--- src/rtl/led_pwm_pkg.sv ---
// Shared encodings for the LED PWM controller: mode codes, breathe states and
// the duty ceiling helper.
package led_pwm_pkg;

    localparam logic [1:0] MODE_OFF     = 2'b00;
    localparam logic [1:0] MODE_FIXED   = 2'b01;
    localparam logic [1:0] MODE_BREATHE = 2'b10;

    typedef enum logic [1:0] {
        S_OFF   = 2'b00,
        S_FIXED = 2'b01,
        S_RISE  = 2'b10,
        S_FALL  = 2'b11
    } state_e;

    localparam int DEF_CNT_W = 8;

    function automatic int duty_max_f(input int cnt_w);
        return (1 << cnt_w) - 1;
    endfunction

    localparam int DUTY_MAX = duty_max_f(DEF_CNT_W);

endpackage

--- src/rtl/led_fade_fsm.sv ---
// Duty sequencer: owns the active duty, the breathe ramp and the pending-write
// apply. Every change commits only on a period boundary.
//
//   state   | meaning
//   S_OFF   | LED dark, active duty forced to 0
//   S_FIXED | active duty held; a pending write is applied at the boundary
//   S_RISE  | duty climbs by FADE_STEP every STEP_PERIODS periods up to max
//   S_FALL  | duty drops by FADE_STEP every STEP_PERIODS periods down to 0
module led_fade_fsm
    import led_pwm_pkg::*;
#(
    parameter int CNT_W        = 8,
    parameter int STEP_PERIODS = 4,
    parameter int FADE_STEP    = 1
) (
    input  logic             clk,
    input  logic             rst,
    input  logic             boundary,
    input  logic [1:0]       mode,
    input  logic             pending,
    input  logic [CNT_W-1:0] pend_duty,
    output logic             apply,
    output logic             active,
    output logic [CNT_W-1:0] cur_duty
);

    localparam int             SW        = (STEP_PERIODS > 1) ? $clog2(STEP_PERIODS) : 1;
    localparam logic [SW-1:0]  STEP_LAST = SW'(STEP_PERIODS - 1);
    localparam logic [CNT_W:0] DMAX_W    = (CNT_W+1)'(duty_max_f(CNT_W));
    localparam logic [CNT_W:0] FADE_W    = (CNT_W+1)'(FADE_STEP);

    state_e           state_q, state_d;
    logic [SW-1:0]    step_q, step_d;
    logic [CNT_W-1:0] duty_q, duty_d;
    logic [CNT_W:0]   up_sum, dn_diff;
    logic             step_due;

    always_comb begin
        up_sum   = {1'b0, duty_q} + FADE_W;
        dn_diff  = {1'b0, duty_q} - FADE_W;
        step_due = (step_q == STEP_LAST);
        state_d  = state_q;
        step_d   = step_q;
        duty_d   = duty_q;
        apply    = 1'b0;
        if (boundary) begin
            case (mode)
                MODE_FIXED: begin
                    state_d = S_FIXED;
                    step_d  = '0;
                    if (pending) begin
                        duty_d = pend_duty;
                        apply  = 1'b1;
                    end
                end
                MODE_BREATHE: begin
                    if (state_q == S_RISE || state_q == S_FALL) begin
                        step_d = step_due ? '0 : step_q + SW'(1);
                        if (step_due && state_q == S_RISE) begin
                            // Extra carry bit lets the overshoot be seen and clamped.
                            if (up_sum >= DMAX_W) begin
                                duty_d  = DMAX_W[CNT_W-1:0];
                                state_d = S_FALL;
                            end else begin
                                duty_d = up_sum[CNT_W-1:0];
                            end
                        end else if (step_due) begin
                            if (dn_diff[CNT_W] || dn_diff == '0) begin
                                duty_d  = '0;
                                state_d = S_RISE;
                            end else begin
                                duty_d = dn_diff[CNT_W-1:0];
                            end
                        end
                    end else begin
                        state_d = S_RISE;
                        step_d  = '0;
                    end
                end
                default: begin
                    state_d = S_OFF;
                    step_d  = '0;
                    duty_d  = '0;
                end
            endcase
        end
    end

    always_ff @(posedge clk) begin
        if (!rst) begin
            state_q <= S_OFF;
            step_q  <= '0;
            duty_q  <= '0;
        end else begin
            state_q <= state_d;
            step_q  <= step_d;
            duty_q  <= duty_d;
        end
    end

    assign active   = (state_q != S_OFF);
    assign cur_duty = duty_q;

endmodule

--- src/rtl/led_pwm_ctrl.sv ---
// LED PWM controller: duty write handshake, counter compare and registered LED
// drive. Defining LED_PWM_PERIOD_TICK_EN adds the period_tick output.
module led_pwm_ctrl
    import led_pwm_pkg::*;
#(
    parameter int CNT_W        = 8,
    parameter int STEP_PERIODS = 4,
    parameter int FADE_STEP    = 1
) (
    input  logic             clk,
    input  logic             rst,
    input  logic [CNT_W-1:0] cnt,
    input  logic [1:0]       mode,
    input  logic [CNT_W-1:0] duty_in,
    input  logic             duty_valid,
    output logic             duty_ready,
    output logic [CNT_W-1:0] cur_duty,
    output logic             pwm_out
`ifdef LED_PWM_PERIOD_TICK_EN
    ,
    output logic             period_tick
`endif
);

    localparam logic [CNT_W-1:0] CNT_MAX = CNT_W'(duty_max_f(CNT_W));

    logic             pending_q, pending_d;
    logic [CNT_W-1:0] pend_duty_q, pend_duty_d;
    logic             pwm_q, pwm_d;
    logic             boundary, accept, apply, active;

    assign boundary = (cnt == CNT_MAX);
    assign accept   = duty_valid && !pending_q;

    led_fade_fsm #(
        .CNT_W        (CNT_W),
        .STEP_PERIODS (STEP_PERIODS),
        .FADE_STEP    (FADE_STEP)
    ) u_fsm (
        .clk       (clk),
        .rst       (rst),
        .boundary  (boundary),
        .mode      (mode),
        .pending   (pending_q),
        .pend_duty (pend_duty_q),
        .apply     (apply),
        .active    (active),
        .cur_duty  (cur_duty)
    );

    // apply and accept never coincide: accept needs pending_q low, apply needs it high.
    always_comb begin
        pending_d   = pending_q;
        pend_duty_d = pend_duty_q;
        pwm_d       = active && (cnt < cur_duty);
        if (apply) begin
            pending_d = 1'b0;
        end else if (accept) begin
            pending_d   = 1'b1;
            pend_duty_d = duty_in;
        end
    end

    always_ff @(posedge clk) begin
        if (!rst) begin
            pending_q   <= 1'b0;
            pend_duty_q <= '0;
            pwm_q       <= 1'b0;
        end else begin
            pending_q   <= pending_d;
            pend_duty_q <= pend_duty_d;
            pwm_q       <= pwm_d;
        end
    end

    assign duty_ready = !pending_q;
    assign pwm_out    = pwm_q;

`ifdef LED_PWM_PERIOD_TICK_EN
    logic tick_q, tick_d;

    always_comb begin
        tick_d = boundary;
    end

    always_ff @(posedge clk) begin
        if (!rst) begin
            tick_q <= 1'b0;
        end else begin
            tick_q <= tick_d;
        end
    end

    assign period_tick = tick_q;
`endif

endmodule
--- config.mk ---
export PLATFORM = sky130hd
export DESIGN_NAME = led_pwm_ctrl
export DESIGN_NICKNAME = d
export VERILOG_FILES = /design/src/rtl/led_pwm_pkg.sv /design/src/rtl/led_fade_fsm.sv /design/src/rtl/led_pwm_ctrl.sv
export SDC_FILE = /design/constraint.sdc
export NUM_CORES = 1
export LEC_CHECK = 0
export CELL_PAD_IN_SITES_DETAIL_PLACEMENT = 0
export CELL_PAD_IN_SITES_GLOBAL_PLACEMENT = 1
export CORE_ASPECT_RATIO = 0.6
export CORE_MARGIN = 10
export CORE_UTILIZATION = 39
export CTS_CLUSTER_DIAMETER = 200
export DETAILED_ROUTE_END_ITERATION = 16
export PLACE_DENSITY_LB_ADDON = 0.1
export SYNTH_ARGS = -nofsm -noshare
export SYNTH_HDL_FRONTEND = slang
export SYNTH_SLANG_ARGS = --single-unit
--- constraint.sdc ---
create_clock -name clk -period 2.8 [get_ports clk]
set_input_delay 0.42 -clock clk [delete_from_list [all_inputs] [get_ports clk]]
set_output_delay 0.42 -clock clk [all_outputs]
set_load 0.02 [all_outputs]
==> impl_metrics.json, run 1 <==
{
  "clk_latency_ns": 0.26,
  "cts-root-buf": "clkbuf_8",
  "start_util": 0.401,
  "cts_tree": "built",
  "worstMarginPinSlew_ns": 0.604,
  "async_flop_share": 0,
  "finalHoldViolCount": 0,
  "nNetsFinal": 297,
  "syn_to_final_growth_pct": 22.7,
  "cp.arrival_ns": 2.49,
  "diodes": 0,
  "vias_per_cell": 5.31,
  "avgRoutedWirePerCell_um": 15.4,
  "dp_cells": 319,
  "power.leakage_nw": 0.778,
  "ant_nets": 0,
  "report.final.slew_viol_count": 0,
  "cts_buffer_depth": 2,
  "grt_pass1_vias": 1552,
  "numPortBuffers": 30,
  "cap_violations": 0,
  "netlist_top_cells_count": "nand2_1 (37), dfxtp_1 (22), ha_1 (15)",
  "fin_crit_ns": 2.29,
  "synth_compound_area_frac": 0.242,
  "cp_max_fo": 5,
  "syn_area_um2": 1830,
  "ir_drop_mv": 0.174,
  "setup_viol": 0,
  "cts.sinks": 22,
  "first_pass_iters": 4,
  "dp_hpwl_mm": 3.99,
  "overflow": 0,
  "period_share": 0.819,
  "ys_warn_count": 0,
  "fin_area_um2": 2250,
  "num_vias": 1715,
  "p_per_area_nw_per_um2": 316,
  "relSlewSlack": 0.597,
  "dpl_cell_area_um2": 2180,
  "htree_levels": 1,
  "synthMostInstantiatedCell": "nand2_1",
  "fmax_mhz": 436,
  "hp-class": "reg2reg",
  "synth_seq_cells": 22,
  "hold_buffers": 0,
  "wl_mm": 4.97,
  "synth_seq_area_share": 0.240,
  "drc_errors": 0,
  "cp-start-kind": "flip-flop",
  "rows": 19,
  "dieWidth_um": 108,
  "synthDistinctLibCells": 59,
  "syn_inst": 231,
  "die_h_um": 73.1,
  "grt_usage": 0.129,
  "critical_path.endpoint_type": "flip-flop",
  "ctsResizeCount": 0,
  "cp_data_required_time_ns": 3.00,
  "core_um2": 4560,
  "drt_iter0_drc": 117,
  "path_clk_slew_ns": 0.08,
  "grt_pass1_wl_mm": 8.36,
  "synthSimpleGateAreaFrac": 0.296,
  "critPathKind": "reg2reg",
  "postSynthAreaPerCell_um2": 7.93,
  "synth_top_cells_by_area": "dfxtp_1 (24%), ha_1 (10%), nand2_1 (7.6%), a21boi_0 (4.5%), o21ai_0 (3.8%)",
  "io_pins": 31,
  "drive_gt1_frac": 0.0962,
  "gp_congestion": 0.849,
  "finalSetupTns_ns": 0,
  "skew_ns": 0.00205,
  "outcome": "finished, final reports clean",
  "holdWs_ns": 0.468,
  "stdcell_count": 323,
  "synthFlopType": "dfxtp_1",
  "post-cts-setup-buffers": 0,
  "grt_max_degree": 16,
  "yosys.area.top_type_share": 0.240,
  "dieArea_um2": 7930,
  "syn_nets": 267,
  "synth_mux_area_frac": 0.0109,
  "synth_top_family_by_area": "simple AND/OR/NAND/NOR gates",
  "grt_antenna_before_repair": 0,
  "synth_xor_area_frac": 0.0335,
  "synth_edf_count": 0,
  "synth_top_area_cell": "dfxtp_1",
  "synth_adder_area_share": 0.102,
  "numCtsBuffers": 3,
  "rsz0062_at_grt": "false"
}
==> registers in the layout (all words and copies together) (netlist names) <==
register	count
u_fsm.state_q	2
pending_q	1
u_fsm.cur_duty	8
pwm_out	1
pend_duty_q	8
u_fsm.step_q	2
==> cells by family after synthesis <==
family,Yosys count
flip-flops,22
multiplexers,2
AND/OR/NAND/NOR,96
XOR/XNOR,7
buffers and inverters,25
adder cells (fa/ha/maj),15
AO/OA/AOI/OAI,64
==> critical path, stage by stage, from the launching register on <==
cell      delay, ns
dfxtp_1        0.32
inv_1          0.13
ha_1           0.22
nor3b_4        0.31
a31oi_2        0.17
nor4b_4        0.46
o221ai_2       0.19
a31oi_2        0.23
mux2i_1        0.20
==> through the flow <==
stage                     worst slack [ns]  power, mW   util
after CTS                            0.514      0.719  0.493
after global routing                 0.335      0.743  0.493
after detailed placement             0.338      0.420  0.477
after global placement               0.370      0.420  0.477
final                                0.506      0.710  0.493
after floorplan                      0.495      0.374      -
==> worst paths after layout <==
kind                            slack, ns         startpoint  cells past startpoint                to
worst max-delay path                 0.51  u_fsm.cur_duty[0]                      8  u_fsm.state_q[1]
worst min-delay path                 0.47     pend_duty_q[7]                      2    pend_duty_q[7]
worst max register to register       0.51  u_fsm.cur_duty[0]                      8  u_fsm.state_q[1]
worst min register to register       0.47     pend_duty_q[7]                      2    pend_duty_q[7]
==> metal layers <==
layer,GRT usage,wire (µm)
met5,0,0
met4,0.0160,25
met3,0.0335,315
met2,0.180,1960
met1,0.193,2670
==> layout make-up <==
cell class / count / area [µm²]
inverter: 13 / 50.0
clock buffer: 3 / 41.3
fill: 457 / 2320
multi-input combinational: 184 / 1250
tap: 63 / 78.8
sequential: 22 / 440
timing repair buffer: 37 / 353
clock inverter: 1 / 30.0
==> placed cells by master (no fill, tap or decap), drive strengths merged, types with 2 or more instances in the layout <==
cell,count
nor3,7
a31oi,5
o311ai,2
and4,2
nand3,5
or3,2
a22oi,3
xnor2,7
nor2,6
a21oi,11
nand3b,2
nand2,37
buf,7
nand2b,3
o221ai,2
nor4b,2
or2b,2
nand4,4
nor4,5
o21a,2
and2,5
clkdlybuf4s50,30
and3,3
ha,15
a21o,3
a21boi,13
dfxtp,22
o21ai,14
mux2i,2
inv,12
nor2b,6
clkbuf,3
==> report_power, final <==
group | total [mW] | switching [mW] | internal, mW
clock | 0.298 | 0.107 | 0.191
sequential | 0.326 | 0.00469 | 0.321
combinational | 0.0863 | 0.0388 | 0.0475
total | 0.710 | 0.150 | 0.559
Note: power is estimated with default switching activity, not from simulation.
==> inputs of run 2 (changes only) <==
--- a/config.mk
+++ b/config.mk
@@ -9,7 +9,7 @@
 export CELL_PAD_IN_SITES_GLOBAL_PLACEMENT = 1
 export CORE_ASPECT_RATIO = 0.6
 export CORE_MARGIN = 10
-export CORE_UTILIZATION = 39
+export CORE_UTILIZATION = 35
 export CTS_CLUSTER_DIAMETER = 200
 export DETAILED_ROUTE_END_ITERATION = 16
 export PLACE_DENSITY_LB_ADDON = 0.1
==> constraint.sdc (replaced) <==
create_clock -name clk -period 2.05 [get_ports clk]
set_input_delay 0.3075 -clock clk [delete_from_list [all_inputs] [get_ports clk]]
set_output_delay 0.3075 -clock clk [all_outputs]
set_load 0.02 [all_outputs]
==> run 2 against run 1 <==
Worst setup slack worse by 0.47 ns. Largest power group unchanged. Sequential power up 36%. Wire length up 13%. Final cell count up 15%. Utilization up 3.5 points. Critical path depth unchanged. Sequential share of layout area down 2.8 points. Flip-flop and latch count unchanged. Largest cell class unchanged. Highest routed layer unchanged.
==> impl_metrics.json, run 2 (same netlist as run 1, synthesis figures left out) <==
{
  "setup_slack_ns": 0.0334,
  "diodes": 0,
  "grt_max_degree": 17,
  "avgRoutedWirePerCell_um": 15.2,
  "io_pins": 31,
  "dieWidth_um": 113,
  "num_vias": 1888,
  "hp-class": "reg2reg",
  "drc_errors": 0,
  "ant_nets": 0,
  "ff2ff_path_depth": 8,
  "dp_cells": 365,
  "drive_gt1_frac": 0.266,
  "stdcell_count": 371,
  "clk_latency_ns": 0.27,
  "critPathKind": "reg2reg",
  "fin_crit_ns": 2.02,
  "drt_iter0_drc": 76,
  "cp-startpoint": "u_fsm.cur_duty[0]",
  "fmax_mhz": 496,
  "gp_congestion": 0.894,
  "worstMarginPinSlew_ns": 0.405,
  "critical_path.endpoint_type": "flip-flop",
  "whs_path_depth": 2,
  "crit_cells": 8,
  "dp_hpwl_mm": 4.60,
  "cp_top_family": "simple AND/OR/NAND/NOR gates",
  "first_pass_iters": 4,
  "skew_ns": 0.00316,
  "rows": 20,
  "grt_use_met3": 0.0338,
  "cts_tree": "built",
  "rsz0062_at_grt": "true",
  "numPortBuffers": 30,
  "overflow": 0,
  "crit_path_max_incr_delay_ns": 0.38,
  "finalHoldViolCount": 0,
  "path_clk_slew_ns": 0.08,
  "cts_buffer_depth": 2,
  "cp_max_fo": 5,
  "pre_cts_slack_ns": -0.237,
  "endpoint": "u_fsm.state_q[1]",
  "htree_levels": 1,
  "cts-root-buf": "clkbuf_8",
  "numCtsBuffers": 3,
  "ir_drop_mv": 0.242,
  "met1_usage": 0.187,
  "r2r_slack_ns": 0.03,
  "outcome": "finished, final reports clean",
  "grt_antenna_before_repair": 0,
  "report.final.slew_viol_count": 0,
  "grt_util_met2": 0.190,
  "period_share": 0.984,
  "grt_busiest_layer": "met2",
  "relSlewSlack": 0.730,
  "layout.cells.most_common": "buf_4",
  "grt_pass1_wl_mm": 9.56,
  "cap_violations": 0,
  "cp-start-kind": "flip-flop",
  "cp.arrival_ns": 2.22,
  "power.leakage_nw": 1.01,
  "wl_mm": 5.64,
  "start_util": 0.362,
  "dieArea_um2": 8620,
  "core_um2": 5050,
  "p_per_area_nw_per_um2": 338,
  "grt_usage": 0.130,
  "cp_slowest_cell": "dfxtp_4",
  "critPathBufInv": 1,
  "grt_pass1_vias": 1933,
  "cp_data_required_time_ns": 2.25,
  "syn_to_final_growth_pct": 45.5,
  "nNetsFinal": 342,
  "power_uw": 901,
  "die_h_um": 76.0,
  "final_cell_mix": "buf_4 (50), nand2_1 (37), clkdlybuf4s50_1 (30)",
  "fill_cells": 515,
  "vias_per_cell": 5.09,
  "reg2reg_from": "u_fsm.cur_duty[0]",
  "finalSetupTns_ns": 0,
  "setup_viol": 0,
  "cts.sinks": 22,
  "reg2reg_to": "u_fsm.state_q[1]",
  "crit_chain": "inv_4 -> ha_4 -> nor3b_4 -> a31oi_4 -> nor4b_4 -> o221ai_2 -> a31oi_2 -> mux2i_1"
}
run 2: what timing repair did:
action / CTS / global route
pin swaps: 1 / 9
endpoints found under the setup margin: 2 / 10
hold buffers: 0 / 0
buffers inserted: 1 / 1
gates resized for setup: 0 / 21
run 2: layout make-up:
type                            count  area (µm²)  share of cell area
Clock buffer                        4        55.1              0.0207
Inverter                           13        55.1              0.0207
Timing Repair Buffer               82         707               0.265
Multi-Input combinational cell    184        1320               0.494
Sequential cell                    22         448               0.168
Tap cell                           66        82.6              0.0310
run 2: worst min-delay path, stage by stage, from the launching register on:
cell      delay (ns)
dfxtp_1         0.32
nand2_1         0.05
a21boi_0        0.06
run 2: power by group:
| part | leakage [nW] | switching, mW | internal [mW] |
|---|---|---|---|
| clock | 0.0288 | 0.149 | 0.172 |
| combinational | 0.796 | 0.0572 | 0.0811 |
| sequential | 0.180 | 0.00640 | 0.436 |
| total | 1.01 | 0.213 | 0.688 |
run 2: metal layers:
metal,vias to the layer above,share of wire
met3,4,0.040
met1,873,0.53
li1,982,-
met4,0,0.0048
met5,-,0
met2,29,0.42
run 2: worst min-delay path by stage:
stage                        end  slack, ns            from
2_1_floorplan  u_fsm.cur_duty[0]       0.44             rst
3_3_place_gp      pend_duty_q[3]       0.46  pend_duty_q[3]
3_5_place_dp      pend_duty_q[1]       0.47  pend_duty_q[1]
4_1_cts           pend_duty_q[1]       0.48  pend_duty_q[1]
5_1_grt           pend_duty_q[3]       0.50  pend_duty_q[3]
6_report          pend_duty_q[3]       0.47  pend_duty_q[3]
run 2: metrics by stage:
| stage | hold slack (ns) | instance area [µm²] | utilization |
|---|---|---|---|
| 2_1_floorplan | 0.436 | 1840 | - |
| 3_3_place_gp | 0.458 | 2520 | 0.500 |
| 3_5_place_dp | 0.467 | 2520 | 0.500 |
| 4_1_cts | 0.478 | 2590 | 0.512 |
| 5_1_grt | 0.502 | 2670 | 0.527 |
| 6_report | 0.473 | 2670 | 0.527 |
==> inputs of run 3 (changes only) <==
--- a/config.mk
+++ b/config.mk
@@ -10,6 +10,7 @@
 export CORE_ASPECT_RATIO = 0.6
 export CORE_MARGIN = 10
 export CORE_UTILIZATION = 35
+export CTS_BUF_LIST = sky130_fd_sc_hd__clkbuf_4 sky130_fd_sc_hd__clkbuf_8 sky130_fd_sc_hd__clkbuf_16
 export CTS_CLUSTER_DIAMETER = 200
 export DETAILED_ROUTE_END_ITERATION = 16
 export PLACE_DENSITY_LB_ADDON = 0.1
==> results of run 3 <==
Same layout as run 2: the final DEF is identical, and so are final timing and power.
